===== src/rtl/cpu_dbg_pkg.sv =====
// Shared definitions for the CPU state dumper: FSM state codes, dump tag layout
// and tag-building helpers.
package cpu_dbg_pkg;

    localparam logic [1:0] ST_RUN  = 2'd0;
    localparam logic [1:0] ST_REGS = 2'd1;
    localparam logic [1:0] ST_MEM  = 2'd2;
    localparam logic [1:0] ST_DONE = 2'd3;

    localparam int TAG_MEM_BIT = 7;
    localparam int TAG_IDX_W   = 6;
    localparam int REG_COUNT   = 32;
    localparam int WORD_W      = 32;
    localparam int TAG_W       = 8;

    function automatic logic [TAG_W-1:0] reg_tag(input logic [4:0] reg_num);
        logic [TAG_W-1:0] t;
        t      = '0;
        t[4:0] = reg_num;
        return t;
    endfunction

    // Memory words carry their offset from the dump window base, not the absolute address.
    function automatic logic [TAG_W-1:0] mem_tag(input logic [TAG_IDX_W-1:0] offset);
        logic [TAG_W-1:0] t;
        t                 = '0;
        t[TAG_IDX_W-1:0]  = offset;
        t[TAG_MEM_BIT]    = 1'b1;
        return t;
    endfunction

endpackage


===== src/rtl/dump_out_reg.sv =====
// Single-entry valid/ready output register: loads a new word when empty or when
// the current word is being accepted, otherwise holds it stable.
module dump_out_reg
    import cpu_dbg_pkg::*;
(
    input  logic              clk,
    input  logic              rst,
    input  logic              load,
    input  logic              ready,
    input  logic [WORD_W-1:0] load_data,
    input  logic [TAG_W-1:0]  load_tag,
    input  logic              load_last,
    output logic              valid,
    output logic [WORD_W-1:0] data,
    output logic [TAG_W-1:0]  tag,
    output logic              last
);

    always_ff @(posedge clk or negedge rst) begin
        if (!rst) begin
            valid <= 1'b0;
            data  <= '0;
            tag   <= '0;
            last  <= 1'b0;
        end else if (load) begin
            valid <= 1'b1;
            data  <= load_data;
            tag   <= load_tag;
            last  <= load_last;
        end else if (ready) begin
            valid <= 1'b0;
        end
    end

endmodule


===== src/rtl/cpu_state_dumper.sv =====
// Freezes the CPU after a programmed retire count or on request, then streams the
// register file and a data-memory window out as tagged valid/ready words.
module cpu_state_dumper
    import cpu_dbg_pkg::*;
#(
    parameter int INST_NUM     = 35,
    parameter int DM_BASE_WORD = 20,
    parameter int DM_WORDS     = 2,
    parameter int DM_AW        = 10
) (
    input  logic              clk,
    input  logic              rst,
    input  logic              retire,
    input  logic              dump_req,
    output logic              cpu_halt,
    output logic [4:0]        rf_raddr,
    input  logic [WORD_W-1:0] rf_rdata,
    output logic [DM_AW-1:0]  dm_raddr,
    input  logic [WORD_W-1:0] dm_rdata,
    output logic              dump_valid,
    input  logic              dump_ready,
    output logic [WORD_W-1:0] dump_data,
    output logic [TAG_W-1:0]  dump_tag,
    output logic              dump_last,
    output logic              done
);

    localparam logic [TAG_IDX_W-1:0] LAST_MEM    = TAG_IDX_W'(DM_WORDS - 1);
    localparam logic [TAG_IDX_W-1:0] LAST_REG    = TAG_IDX_W'(REG_COUNT - 1);
    localparam logic [31:0]          TRIG_CNT    = 32'(INST_NUM - 1);
    localparam bit                   CNT_TRIG_EN = (INST_NUM != 0);

    logic [1:0]           state;
    logic [31:0]          ret_cnt;
    logic [TAG_IDX_W-1:0] idx;
    logic                 in_dump;
    logic                 load;
    logic                 trigger;
    logic [WORD_W-1:0]    rd_data;
    logic [TAG_W-1:0]     rd_tag;
    logic                 rd_last;

    assign in_dump  = (state == ST_REGS) || (state == ST_MEM);
    assign load     = in_dump && (!dump_valid || dump_ready);
    // Both triggers can coincide; they share one RUN->REGS transition, so only one dump starts.
    assign trigger  = (state == ST_RUN) &&
                      (dump_req || (CNT_TRIG_EN && retire && (ret_cnt == TRIG_CNT)));
    assign rf_raddr = idx[4:0];
    assign dm_raddr = DM_AW'(DM_BASE_WORD) + DM_AW'(idx);

    always_comb begin
        rd_data = dm_rdata;
        rd_tag  = mem_tag(idx);
        rd_last = (idx == LAST_MEM);
        if (state == ST_REGS) begin
            // r0 is hardwired zero in the CPU even if its storage holds junk.
            rd_data = (idx == '0) ? '0 : rf_rdata;
            rd_tag  = reg_tag(idx[4:0]);
            rd_last = 1'b0;
        end
    end

    always_ff @(posedge clk or negedge rst) begin
        if (!rst) begin
            state    <= ST_RUN;
            ret_cnt  <= '0;
            idx      <= '0;
            cpu_halt <= 1'b0;
            done     <= 1'b0;
        end else begin
            case (state)
                ST_RUN: begin
                    if (retire && (ret_cnt != '1))
                        ret_cnt <= ret_cnt + 32'd1;
                    if (trigger) begin
                        state    <= ST_REGS;
                        cpu_halt <= 1'b1;
                        idx      <= '0;
                    end
                end
                ST_REGS: begin
                    if (load) begin
                        if (idx == LAST_REG) begin
                            idx   <= '0;
                            state <= ST_MEM;
                        end else begin
                            idx <= idx + TAG_IDX_W'(1);
                        end
                    end
                end
                ST_MEM: begin
                    if (load) begin
                        if (idx == LAST_MEM)
                            state <= ST_DONE;
                        else
                            idx <= idx + TAG_IDX_W'(1);
                    end
                end
                default: begin
                    if (dump_valid && dump_ready)
                        done <= 1'b1;
                end
            endcase
        end
    end

    dump_out_reg u_out (
        .clk       (clk),
        .rst       (rst),
        .load      (load),
        .ready     (dump_ready),
        .load_data (rd_data),
        .load_tag  (rd_tag),
        .load_last (rd_last),
        .valid     (dump_valid),
        .data      (dump_data),
        .tag       (dump_tag),
        .last      (dump_last)
    );

endmodule


===== config.mk =====
export PLATFORM = sky130hd
export DESIGN_NAME = cpu_state_dumper
export DESIGN_NICKNAME = d
export VERILOG_FILES = /design/src/rtl/cpu_dbg_pkg.sv /design/src/rtl/dump_out_reg.sv /design/src/rtl/cpu_state_dumper.sv
export SDC_FILE = /design/constraint.sdc
export NUM_CORES = 1
export LEC_CHECK = 0
export BUFFER_PORTS_ARGS = -buffer_cell sky130_fd_sc_hd__buf_2
export CORE_UTILIZATION = 56
export CTS_CLUSTER_DIAMETER = 200
export CTS_CLUSTER_SIZE = 25
export DETAILED_ROUTE_END_ITERATION = 10
export PLACE_DENSITY = 0.85
export SETUP_SLACK_MARGIN = 0.05
export SLEW_MARGIN = 20
export SYNTH_ARGS = -nofsm -noshare
export SYNTH_HDL_FRONTEND = slang
export SYNTH_HIERARCHICAL = 1
export SYNTH_SLANG_ARGS = --single-unit

===== constraint.sdc =====
create_clock -name clk -period 3.3 [get_ports clk]
set_input_delay 0.165 -clock clk [delete_from_list [all_inputs] [get_ports clk]]
set_output_delay 0.165 -clock clk [all_outputs]
set_load 0.05 [all_outputs]

# Word level (Yosys, flattened, before mapping)

Index checks and enable logic that the tools add are counted.

Bits in registers: 84
Output and inout port bits: 59
Logic and storage cells: 62

Add/subtract/negate cells: 3
Eq/ne operators: 12
Mux-type cells: 18
Bitwise gates (word level): 1
Reduce and logical (&&, ||, !) cells: 19

Operators with widths:

| operator                                       | count |
|---|---|
| two-way mux 32 bit                             | 2 |
| adder 32 x 1 -> 32 bit, second input constant  | 1 |
| == test 32 x 6 -> 1 bit, second input constant | 1 |
| != test 32 bit, second input constant          | 1 |
| two-way mux 6 bit                              | 5 |
| case mux 6 bit (3 select lines)                | 1 |
| two-way mux 2 bit                              | 5 |
| two-way mux 8 bit                              | 1 |
| != test 2 bit, second input constant           | 4 |
| adder 5 x 6 -> 7 bit, first input constant     | 1 |
| adder 6 x 1 -> 6 bit, second input constant    | 1 |
| == test 6 x 1 -> 1 bit, second input constant  | 1 |
| == test 6 x 5 -> 1 bit, second input constant  | 1 |
| zero test 6 bit                                | 1 |
| case mux 2 bit (3 select lines)                | 1 |
| AND reduction 2 bit                            | 3 |
| AND reduction 6 bit                            | 1 |
| logical AND 1 bit                              | 5 |
| AND reduction 5 bit                            | 1 |
| != test 2 x 1 -> 1 bit, second input constant  | 2 |
| logical OR 1 bit                               | 3 |
| two-way mux 1 bit                              | 3 |
| nonzero test 3 bit                             | 1 |
| OR reduction 3 bit                             | 1 |
| other kinds (6)                                | 6 |

# Longest topological paths before layout

Word-level depth: 6
Depth in mapped cells: 7
Mapped depth without buffers: 7

# Cells and area by module

Netlist, hierarchy kept.

Modules (own cells, without submodules):

| module           | times used | cells each | area an instance (um^2) |
|---|---|---|---|
| cpu_state_dumper | 1          | 277        | 2715.1 |
| dump_out_reg     | 1          | 90         | 1761.7 |

# Worst setup path after synthesis

No wires, ideal clock.

Path type: register -> register
Start: register idx[2]
End: register state[1]
Setup time: 0.125 ns
Data arrival time: 1.931 ns
Slack: 1.244 ns
Stages on the path, launching flop included: 8
Clock period less this slack: 2.056 ns
Path through: dfrtp_1 > inv_1 > ha_1 > nor4bb_1 > o22ai_1 > nor3_1 > nand2_1 > mux2_2

Word-level cells in the longest chain between the ends: 3
Elaborated cells on any way between the ends: 5
Those cells by class: eq/ne: 4; reduce/logical: 1

RTL lines:

| item                                                             | RTL line                                       | text |
|---|---|---|
| start, declared                                                  | cpu_state_dumper.sv:35                         | `logic [TAG_IDX_W-1:0] idx;` |
| start signal, assigned                                           | cpu_state_dumper.sv:87                         | `idx <= idx + TAG_IDX_W'(1);` |
| start signal, assigned                                           | cpu_state_dumper.sv:96                         | `idx <= idx + TAG_IDX_W'(1);` |
| == test 6 x 1 -> 1 bit or == test 6 x 5 -> 1 bit (tied branches) | cpu_state_dumper.sv:93, cpu_state_dumper.sv:83 |  |
| != test 2 x 1 -> 1 bit (no source line)                          | --                                             |  |
| AND reduction 6 bit (no source line) (*)                         | --                                             |  |
| end signal, assigned                                             | cpu_state_dumper.sv:76                         | `state <= ST_REGS;` |
| end signal, assigned                                             | cpu_state_dumper.sv:85                         | `state <= ST_MEM;` |
| end signal, assigned                                             | cpu_state_dumper.sv:94                         | `state <= ST_DONE;` |
| end, declared                                                    | cpu_state_dumper.sv:33                         | `logic [1:0] state;` |

Every way passes the cells marked *; elsewhere a longest branch is shown, timed or not.
A chain may end at the register's enable or synchronous reset.

# Worst setup path in the final report

Start: register state[1]
End: register idx[5]

Word-level cells in the longest chain between the ends: 5
Elaborated cells on any way between the ends: 13
Those cells by class: eq/ne: 6; mux: 1; reduce/logical: 6

RTL lines:

| item                                                    | RTL line                                       | text |
|---|---|---|
| start signal, assigned                                  | cpu_state_dumper.sv:65                         | `state <= ST_RUN;` |
| start signal, assigned                                  | cpu_state_dumper.sv:76                         |  |
| start signal, assigned                                  | cpu_state_dumper.sv:85                         |  |
| == test 2 x 1 -> 1 bit or == test 2 bit (tied branches) | cpu_state_dumper.sv:43, cpu_state_dumper.sv:71 |  |
| logical OR 1 bit                                        | cpu_state_dumper.sv:43                         | `assign in_dump = (state == ST_REGS) \|\| (state == ST_MEM);` |
| logical AND 1 bit                                       | cpu_state_dumper.sv:44                         | `assign load = in_dump && (!dump_valid \|\| dump_ready);` |
| != test 2 bit (no source line)                          | --                                             |  |
| AND reduction 5 bit (no source line)                    | --                                             |  |

Parallel ways exist; a longest one is shown, timed or not.

==> out/results.ini <==
[placed_design]
postPlaceCellArea_sq_mm = 0.00506
post-place-cells = 575
place_congestion = 0.861
dp_worst_setup_slack_ps = 563
dp_hpwl_mm = 6.90
port_buffers = 124

[drt]
ant_nets = 0
vias = 3412
dr.pass1.iters = 4
vias_per_cell = 5.76
drt_iter0_drc = 158
wl_mm = 9.70
wl_per_cell_um = 16.4
drc = 0

[worst_setup_path]
r2r-end = idx[5]
reg2reg_from = state[1]
cpPeakStageDelay_ps = 680
rrSetupSlack_ps = 500
critPathRequiredTime_ps = 3550
slowest_stage = a211oi_1
worstPathMaxFanout = 37
path_cells = inv_1 > ha_1 > inv_2 > a22oi_1 > a211oi_1 > nand3_1 > o31ai_1
crit_arrival_ps = 3060
ff2ff_path_depth = 7
start_kind = register
critPathKind = reg2reg
end_kind = register

[sta]
finClkSkew_ps = 12.2
max_clock_freq_mhz = 357
relSlewSlack_pct = 49.6
tightest_slew_ps = 751
finalSetupViolCount = 0
finalHoldWorstSlack_ps = 83.2
slew_violations = 0
setup-tns-final_ps = 0
rsz0062_at_grt = no
min_period_over_period_pct = 85.0
setup_ws_ps = 496
period_minus_slack_ps = 2800
hold_viol = 0

[die]
io_pins = 128
row_count = 32
die-area_sq_mm = 0.00836
initial_utilization_pct = 57.9
die_w_um = 91.4
fp.dieH_um = 91.4
coreArea_sq_mm = 0.00773

[yosys]
synth-edff-count = 0
yosys.area.top_type = dfrtp_1
synth_area_leaders = dfrtp_1 (47%), mux2_4 (13%), a22o_1 (6.5%), xnor2_1 (5.9%), ha_1 (3.1%)
netlist_area_sq_mm = 0.00448
seq_area_frac_synth_pct = 47.0
synth.distinct_cells = 50
synth_top_area_share_pct = 47.0
netlist_instances = 367
ys_ff_latch = 84
ys_warn_count = 6
synth_area_per_cell_sq_um = 12.2
synthFlopType = dfrtp_1
async_flop_share_pct = 100

[cells_and_area]
fin_cells = 592
n_fill_cell = 599
mostFrequentLayoutCells = buf_2 (123), dfrtp_1 (84), mux2_4 (39)
finalInstanceArea_sq_mm = 0.00532
antenna_cells = 0
syn_to_final_growth_pct = 18.9
layout_commonest_cell = buf_2
finalCoreUtilization_pct = 68.9
fin_nets = 565
drive_above_1_share_pct = 39.8

[power]
power_density_mw_per_mm2 = 1020
ir_drop_v = 0.000367
power_mw = 5.46
leakage_nw = 2.63

[global_routing]
antenna_found_initial = 0
grt_max_degree = 85
grt_overflow = 0
grt_pass1_vias = 3288
groute.usage.overall_pct = 24.0
grt_pass1_wl_mm = 15.9

[cts]
ctsHoldBuffers = 0
insertion_delay_ps = 350
cts-root-buf = clkbuf_8
postCtsSetupBuffers = 0
cts-resized-gates = 0
clk_path_buf_depth = 2
clk_pin_slew_worst_paths_ps = 90
htreeDepth = 3
cts_sinks = 84
tritoncts = yes
cts-buffers-inserted = 9

[min_path]
hold_depth = 2
worstHoldStart = dump_ready
min_to = done
min_path_type = in2reg

[outcome]
outcome = complete, no violations

[job]
cap_violations = 0

==> sequential cells by signal, summed over array words and instances (netlist names) <==
| register | flops |
|---|---|
| done | 1 |
| u_out/valid | 1 |
| ret_cnt | 32 |
| state | 2 |
| u_out/last | 1 |
| u_out/tag | 8 |
| u_out/data | 32 |
| cpu_halt | 1 |
| idx | 6 |
==> where the power goes <==
group / switching, mW / internal (mW) / total [mW]
registers: 0.178 / 1.33 / 1.50
clock network: 0.367 / 0.528 / 0.895
logic: 1.88 / 1.18 / 3.06
total: 2.42 / 3.03 / 5.46
==> cells by family (layout without fill, tap and decap cells) <==
group           Yosys count  count (layout)  share of synthesized area, %
flops                    84              84                          47.0
xor+xnor                 31              31                          6.06
buf+inv                  35             155                          5.59
other cells               1               4                        0.0838
simple gates            104             104                          13.4
fa+ha+maj                11              11                          3.07
compound gates           57              57                          10.6
mux                      44              44                          14.3
==> worst max path at each step <==
stage	end	start	depth (start not counted)
after CTS	idx[5]	state[1]	7
after global routing	idx[5]	state[1]	7
after floorplan	state[1]	idx[2]	7
after detailed placement	idx[5]	state[1]	7
final	idx[5]	state[1]	7
after global placement	idx[5]	state[1]	7
==> worst max-delay path, delay by kind of cell (launching register included) <==
family                     cells  cell delay (ps)
and+or+nand+nor                1              280
adders and majority gates      1              230
AOI/OAI and AO/OA              3             1220
buffers and inverters          2              570
DFF                            1              400
==> routing by layer <==
metal  track usage [%]  vias up  share of wire [%]
li1                  -     1579                  -
met1              31.6     1705                 44
met2              40.0      117                 50
met3              5.44       11                5.8
met4              6.48        0               0.95
met5                 0        -                  0
==> synth_stat cells, types with 4 or more instances <==
cell type  instances
inv_1             10
xnor2_1           30
dfrtp_1           84
ha_1              11
clkbuf_1           7
and3_1             9
nand4_1           22
nor2_1            12
mux2_4            39
buf_4             10
nor4_1             8
a22o_1            33
a21oi_1            4
nand3_1           14
nor3_1             4
and2_1             4
nand2_1           17
buf_12             4
==> cell type report <==
type,instances,area [sq um],share of cell area (%)
multi-input combinational,251,2140,40.3
sequential,84,2100,39.5
timing repair buffer,128,659,12.4
clock buffer,11,141,2.66
tap,102,128,2.40
clock inverter,5,108,2.02
inverter,11,41.3,0.776
Power figures use the tool's default switching activity.
